`src/rtl/pulse_stretcher.sv`:
```
// Stretches each trigger on din into an L-cycle dout pulse followed by GAP low cycles.
// Define PULSE_QUEUE_EN to buffer triggers that arrive while busy instead of dropping them.
module pulse_stretcher #(
    parameter int unsigned LEN_W  = 4,
    parameter int unsigned GAP    = 1,
    parameter int unsigned QDEPTH = 4
) (
    input  logic             clk,
    input  logic             resetn,
    input  logic             din,
    input  logic [LEN_W-1:0] len,
    output logic             dout,
    output logic             busy,
    output logic             drop
);

    localparam int unsigned CW = (LEN_W > 4) ? LEN_W : 4;
    localparam logic [CW-1:0] GAP_LOAD = CW'(GAP - 1);

    if (GAP < 1 || GAP > 15) begin : g_gap_chk
        $error("pulse_stretcher: GAP must be in 1..15");
    end
    if (QDEPTH == 0 || (QDEPTH & (QDEPTH - 1)) != 0) begin : g_qdepth_chk
        $error("pulse_stretcher: QDEPTH must be a power of two");
    end

    typedef enum logic [1:0] {ST_IDLE, ST_HIGH, ST_GAP} state_t;

    state_t        state, state_nxt;
    logic [CW-1:0] cnt, cnt_nxt;
    logic          drop_c;
    logic          trig_busy_c;

    // Counter load for a HIGH phase: L-1, with len=0 treated as L=1.
    function automatic logic [CW-1:0] hi_load(input logic [LEN_W-1:0] l);
        return (l == '0) ? '0 : CW'(l) - CW'(1);
    endfunction

`ifdef PULSE_QUEUE_EN
    localparam int unsigned AW = (QDEPTH > 1) ? $clog2(QDEPTH) : 1;

    logic [LEN_W-1:0] fifo [QDEPTH];
    logic [AW-1:0]    wr_ptr, rd_ptr;
    logic [AW:0]      count, count_nxt;
    logic             push_c, pop_c, full_c;

    function automatic logic [AW-1:0] ptr_inc(input logic [AW-1:0] p);
        return (p == AW'(QDEPTH - 1)) ? '0 : p + AW'(1);
    endfunction

    assign full_c    = (count == (AW+1)'(QDEPTH));
    assign count_nxt = count + (AW+1)'(push_c) - (AW+1)'(pop_c);
`endif

    // A trigger that lands while a pulse or its gap is in progress (final gap cycle handled below).
    assign trig_busy_c = din && ((state == ST_HIGH) || (state == ST_GAP && cnt != '0));

    // Next-state, counter and queue control.
    always_comb begin
        state_nxt = state;
        cnt_nxt   = cnt;
        drop_c    = 1'b0;
`ifdef PULSE_QUEUE_EN
        push_c    = trig_busy_c && !full_c;
        pop_c     = 1'b0;
        drop_c    = trig_busy_c && full_c;
`else
        drop_c    = trig_busy_c;
`endif
        case (state)
            ST_IDLE: begin
                if (din) begin
                    state_nxt = ST_HIGH;
                    cnt_nxt   = hi_load(len);
                end
            end
            ST_HIGH: begin
                if (cnt == '0) begin
                    state_nxt = ST_GAP;
                    cnt_nxt   = GAP_LOAD;
                end else begin
                    cnt_nxt = cnt - CW'(1);
                end
            end
            ST_GAP: begin
                if (cnt != '0) begin
                    cnt_nxt = cnt - CW'(1);
                end else begin
`ifdef PULSE_QUEUE_EN
                    // Serve the oldest entry; a trigger now is accepted since a slot frees.
                    if (count != '0) begin
                        pop_c     = 1'b1;
                        push_c    = din;
                        state_nxt = ST_HIGH;
                        cnt_nxt   = hi_load(fifo[rd_ptr]);
                    end else if (din) begin
                        // Empty queue: the trigger passes straight through as a queued entry.
                        state_nxt = ST_HIGH;
                        cnt_nxt   = hi_load(len);
                    end else begin
                        state_nxt = ST_IDLE;
                    end
`else
                    drop_c    = din;
                    state_nxt = ST_IDLE;
`endif
                end
            end
            default: begin
                state_nxt = ST_IDLE;
                cnt_nxt   = '0;
            end
        endcase
    end

    // State, counter and registered outputs.
    always_ff @(posedge clk or negedge resetn) begin
        if (!resetn) begin
            state <= ST_IDLE;
            cnt   <= '0;
            dout  <= 1'b0;
            busy  <= 1'b0;
            drop  <= 1'b0;
        end else begin
            state <= state_nxt;
            cnt   <= cnt_nxt;
            dout  <= (state_nxt == ST_HIGH);
            drop  <= drop_c;
`ifdef PULSE_QUEUE_EN
            busy  <= (state_nxt != ST_IDLE) || (count_nxt != '0);
`else
            busy  <= (state_nxt != ST_IDLE);
`endif
        end
    end

`ifdef PULSE_QUEUE_EN
    // Queue pointers and occupancy.
    always_ff @(posedge clk or negedge resetn) begin
        if (!resetn) begin
            wr_ptr <= '0;
            rd_ptr <= '0;
            count  <= '0;
        end else begin
            if (push_c) wr_ptr <= ptr_inc(wr_ptr);
            if (pop_c)  rd_ptr <= ptr_inc(rd_ptr);
            count <= count_nxt;
        end
    end

    always_ff @(posedge clk) begin
        if (push_c) fifo[wr_ptr] <= len;
    end
`endif

endmodule

```
`config.mk`:
```
export PLATFORM = sky130hd
export DESIGN_NAME = pulse_stretcher
export DESIGN_NICKNAME = d
export VERILOG_FILES = /design/src/rtl/pulse_stretcher.sv
export SDC_FILE = /design/constraint.sdc
export NUM_CORES = 1
export LEC_CHECK = 0
export CORE_AREA = 2 2 41 43
export DETAILED_ROUTE_END_ITERATION = 12
export DIE_AREA = 0 0 43 45
export PLACE_DENSITY = 0.64
export RECOVER_POWER = 25
export SYNTH_ARGS = -nofsm -noshare
export SYNTH_HDL_FRONTEND = slang
export SYNTH_SLANG_ARGS = --single-unit
```
`constraint.sdc`:
```
create_clock -name clk -period 1.4 [get_ports clk]
set_input_delay 0.28 -clock clk [delete_from_list [all_inputs] [get_ports clk]]
set_output_delay 0.28 -clock clk [all_outputs]
set_load 0.05 [all_outputs]
```
== After elaboration in Yosys (flattened, before gate mapping) ==
Cells that the tools add are included.

* Output and inout port bits: 3
* Register bits: 9
* Input bits: 7
* Logic and storage cells: 32

* Add/subtract/negate cells: 2
* Reduce and logical (&&, ||, !) cells: 9
* Multiplexer cells: 11
* Equality and inequality tests: 5

{| class="wikitable"
|+ Operator list
! kind !! count
|-
| 4-bit 2-to-1 mux || 4
|-
| 4-bit one-hot mux with 3 select lines || 1
|-
| 4-bit logical NOT || 2
|-
| 4-bit by 1-bit subtractor with 4-bit output (second input constant) || 2
|-
| 2-bit 2-to-1 mux || 3
|-
| 2-bit one-hot mux with 3 select lines || 1
|-
| 2-bit by 1-bit == test with 1-bit output (second input constant) || 2
|-
| 4-bit nonzero test || 1
|-
| 2-bit == test (second input constant) || 1
|-
| 1-bit logical AND || 2
|-
| 2-bit logical NOT || 1
|-
| 1-bit 2-to-1 mux || 2
|-
| 2-bit by 1-bit != test with 1-bit output (second input constant) || 1
|-
| 2-bit != test (second input constant) || 1
|-
| 2-bit AND reduction || 1
|-
| 2-bit nonzero test || 1
|-
| 1-bit logical OR || 1
|}

== Depth between registers and ports, before layout ==
Gate-level depths: netlist (run 1).

* Depth in word-level cells: 6
* Depth in mapped cells: 7
* Gate-level depth less buffers: 7

== Worst setup path before layout (run 1) ==
Ideal clock, no wire load.

* Path type: flip-flop to flip-flop
* Start point: register cnt[0]
* End point: register cnt[2]
* Required time: 1.279 ns
* Setup time: 0.121 ns
* Path buffers: 0
* Stages on the path, launching flop included: 7
* Arrival time: 1.421 ns
* Setup slack: -0.142 ns
* Period minus slack after synthesis: 1.542 ns
* Cell sequence: dfrtp_1 > inv_1 > ha_1 > nor3b_4 > nand2b_1 > o21ai_2 > a22o_1

* Word-level cells in the longest chain between the ends: 3
* Elaborated cells between the ends (all ways): 8
* Classes of those cells: add/sub (1); eq/ne (1); mux (3); reduce/logical (3)

{| class="wikitable"
|+ RTL lines
! item !! line !! RTL
|-
| start, declared || 30 || <nowiki>logic [CW-1:0] cnt, cnt_nxt;</nowiki>
|-
| start signal, assigned || 126 || <nowiki>cnt <= cnt_nxt;</nowiki>
|-
| 4-bit by 1-bit subtractor with 4-bit output (tied with other cells) || 82, 87 ||
|-
| 4-bit 2-to-1 mux (tied with other cells) || 86 || <nowiki>if (cnt != '0) begin</nowiki>
|-
| 4-bit one-hot mux with 3 select lines or 2-bit AND reduction (tied branches) || n/a ||
|}

Several ways; a longest one is shown, not always the timed one. The select of a mux whose other input is x is not followed.
A chain may end at the register's enable or synchronous reset.

== Worst setup path after layout (run 1) ==
* Start point: register cnt[0]
* End point: register cnt[3]

Same word-level chain as after synthesis.

==> impl_results.md, run 1 <==
- Crit path buf inv count: 2
- H-Tree Depth: 1
- GRT Residual Overflow: 0
- Maximum clock rate: 702 MHz
- Top cells by area, synth: dfrtp_1 36%, ha_1 8.1%, nand2b_1 5.1%, nor2b_1 4.0%, o21ai_0 3.2%
- Post-synthesis sequential area ratio: 36.4%
- Yosys Warn Count: 0
- Final Hold Fails: 0
- Routed WL per cell: 12.7 um
- Global placement routability congestion: 0.873
- Max-slew headroom: 70.5%
- TritonCTS Buffers: 3
- Vias: 583
- Max Clock Skew: 0.00119 ns
- Post-DP HPWL: 1100 um
- Wirelength, routed: 1430 um
- Die W: 43 um
- Die area: 0.00194 mm^2
- DR pass1 iterations: 2
- Failing checks: setup timing
- Initial DRC count: 14
- Top FF cell, synth: dfrtp_1
- Delay-heaviest family, CP: compound AO/OA/AOI/OAI gates
- Post-Syn Instances: 66
- Setup violators final: 2
- Yosys cell types: 27
- Synth Net Count: 77
- Initial core utilization: 42.1%
- Worst path arrival time: 1.57 ns
- Nets: 108
- Final slew viol count: 0
- R2r endpoint: cnt[3]
- Leak: 0.438 nW
- Status: finished with violations
- Power Total: 2.16 mW
- Top cell type's share of synthesized area: 36.4%
- Area grow syn2layout: 54.7%
- Initial antenna violation count: 0
- FF-to-FF path depth: 8
- Post-synth EDFFs: 0
- Fillers: 127
- Critical path type: flip-flop to flip-flop
- Crit path max-delay cell type: dfrtp_1
- Crit-path cells: inv_2 > ha_4 > buf_4 > nand2b_4 > a21boi_1 > o22ai_1 > nand2_1 > a22o_1
- Reg2Reg Setup Slack: -0.02 ns
- Total power divided by cell area: 2260 mW/mm^2
- Crit path launch type: flip-flop
- Max-cap viol count: 0
- DRC: 0
- Post-CTS Hold Fix Bufs: 0
- Crit path largest cell delay: 0.39 ns
- Worst endpoint required time: 1.55 ns
- Die Height: 45 um
- TritonCTS Sinks: 9
- Layout cell share with drive strength beyond 1: 39.6%
- Post-synth ARST share: 100%
- Final ANT Viol Nets: 0
- Clock transition at path regs: 0.06 ns
- CTS tree: built
- Row count: 14
- Avg Inst Size Synth: 9.38 um^2
- Diodes inserted: 0
- Setup ws final: -0.0236 ns
- Period utilization: 102%
- Top-Level Pins: 10
- Synth area leader: dfrtp_1
- Synth Cell Area: 619 um^2
- Vias in the first global route: 558
- Worst setup EP type: flip-flop
- Port bufs: 9
- Max FO, Critical Path: 3
- Root Driver: clkbuf_4
- RSZ-0062 raised after global routing: true
- Largest net degree at the start of global routing: 10
- Total GRT Usage: 17.2%
- Min Hold Slack: 0.399 ns
- Fin crit period: 1.42 ns
- Hold WC Path Type: input pin to asynchronous set/reset pin
- Yosys reg bits: 9
- Clock Latency Late Sink: 0.26 ns
- Worst vdd ir: 1250 uV
- CORE AREA: 0.00147 mm^2
- Global-route wire length before repair: 2430 um
- Clock buffer depth: 2
- Vias per cell: 5.21
- Worst r2r src: cnt[0]
- Worst-margin pin slew: 0.442 ns
[report_power, final]
part	switching (mW)	leakage, nW	internal (mW)
Combinational	0.667	0.314	0.791
Clock	0.0897	0.0150	0.110
Sequential	0.127	0.109	0.378
Total	0.883	0.438	1.28
[layer usage]
metal | global-route usage, % | vias up | wire length (um)
li1 | - | 299 | -
met1 | 22.4 | 277 | 698
met2 | 27.3 | 7 | 677
met3 | 7.20 | 0 | 49
met4 | 3.64 | 0 | 0
met5 | 0 | - | 0
[how the worst max path moves through the flow]
| stage | endpoint | cells after the start | slack, ns | start |
|---|---|---|---|---|
| after floorplan | cnt[2] | 6 | -0.07 | cnt[0] |
| after global placement | cnt[2] | 7 | -0.37 | len[0] |
| after detailed placement | cnt[2] | 8 | -0.38 | len[0] |
| after CTS | cnt[3] | 8 | -0.02 | cnt[0] |
| after global routing | cnt[0] | 8 | -0.11 | cnt[0] |
| final | cnt[3] | 8 | -0.02 | cnt[0] |
[cell usage in the layout (no fill, tap or decap), types with 3 or more instances in the layout]
cell	instances
o21ai_1	3
nor2_1	4
clkbuf_4	3
nand2b_1	3
o22ai_1	3
dfrtp_1	9
buf_12	3
nor2b_1	3
buf_4	18
clkdlybuf4s50_1	3
nand2_1	5
[state kept, by name, summed over array words and instances (netlist names)]
register / cells
state: 2
cnt: 4
drop: 1
dout: 1
busy: 1
[cells in the mapped netlist, types with 2 or more instances]
cell	n
a211oi_1	2
a21oi_1	3
a22o_1	2
buf_4	2
dfrtp_1	9
ha_1	4
inv_1	4
nand2_1	5
nand2b_1	5
nor2_1	4
nor2b_1	4
o21ai_0	4
o22ai_1	3
o32ai_1	2
[logic make-up (layout without fill, tap and decap cells)]
group	count (synthesis)	count (layout)	synth area share (%)
adders and majority gates	4	4	8.08
and+or+nand+nor	24	24	24.2
xor gates and xnor gates	1	1	1.41
AOI/OAI and AO/OA	21	21	23.4
DFF	9	9	36.4
buffers and inverters	6	36	4.85
muxes	1	1	1.62
[worst reg2reg max path, delay by kind of cell (launching register included)]
family                     cells  cell delay, ns
AOI/OAI and AO/OA              3            0.47
adders and majority gates      1            0.14
buffers and inverters          2            0.20
DFF                            1            0.39
and+or+nand+nor                2            0.13
[what timing repair did]
item / 4_1_cts / 5_1_grt
gates cloned: 0 / 0
hold endpoints to repair: 0 / 0
gates resized for setup: 9 / 2
setup buffers: 1 / 2
endpoints found under the setup margin: 4 / 6
pin swaps: 4 / 1
[through the flow]
stage	utilization (%)	instances	setup TNS [ns]	setup slack (ns)	instance area [um^2]
4_1_cts	63.4	110	-0.0453	-0.0229	932
3_5_place_dp	60.1	105	-1.42	-0.382	885
5_1_grt	65.1	112	-0.380	-0.106	958
3_3_place_gp	60.1	105	-1.33	-0.374	885
6_report	65.1	112	-0.0412	-0.0236	958
2_1_floorplan	-	66	-0.139	-0.0745	639
[layout make-up]
cell class | instances | area [um^2] | area share [%]
well taps | 16 | 20.0 | 2.09
repair buffers | 28 | 264 | 27.5
clock buffers | 4 | 26.3 | 2.74
multi-input cells | 51 | 408 | 42.6
flip-flops and latches | 9 | 225 | 23.5
inverters | 4 | 15.0 | 1.57
(Power assumes the default switching activity.)
==> inputs of run 2 (changes only) <==
--- a/config.mk
+++ b/config.mk
@@ -5,6 +5,7 @@
 export SDC_FILE = /design/constraint.sdc
 export NUM_CORES = 1
 export LEC_CHECK = 0
+export ABC_CLOCK_PERIOD_IN_PS = 1400
 export CORE_AREA = 2 2 41 43
 export DETAILED_ROUTE_END_ITERATION = 12
 export DIE_AREA = 0 0 43 45
==> results of run 2 <==
Same layout as run 1: the final DEF is identical, and so are final timing and power.
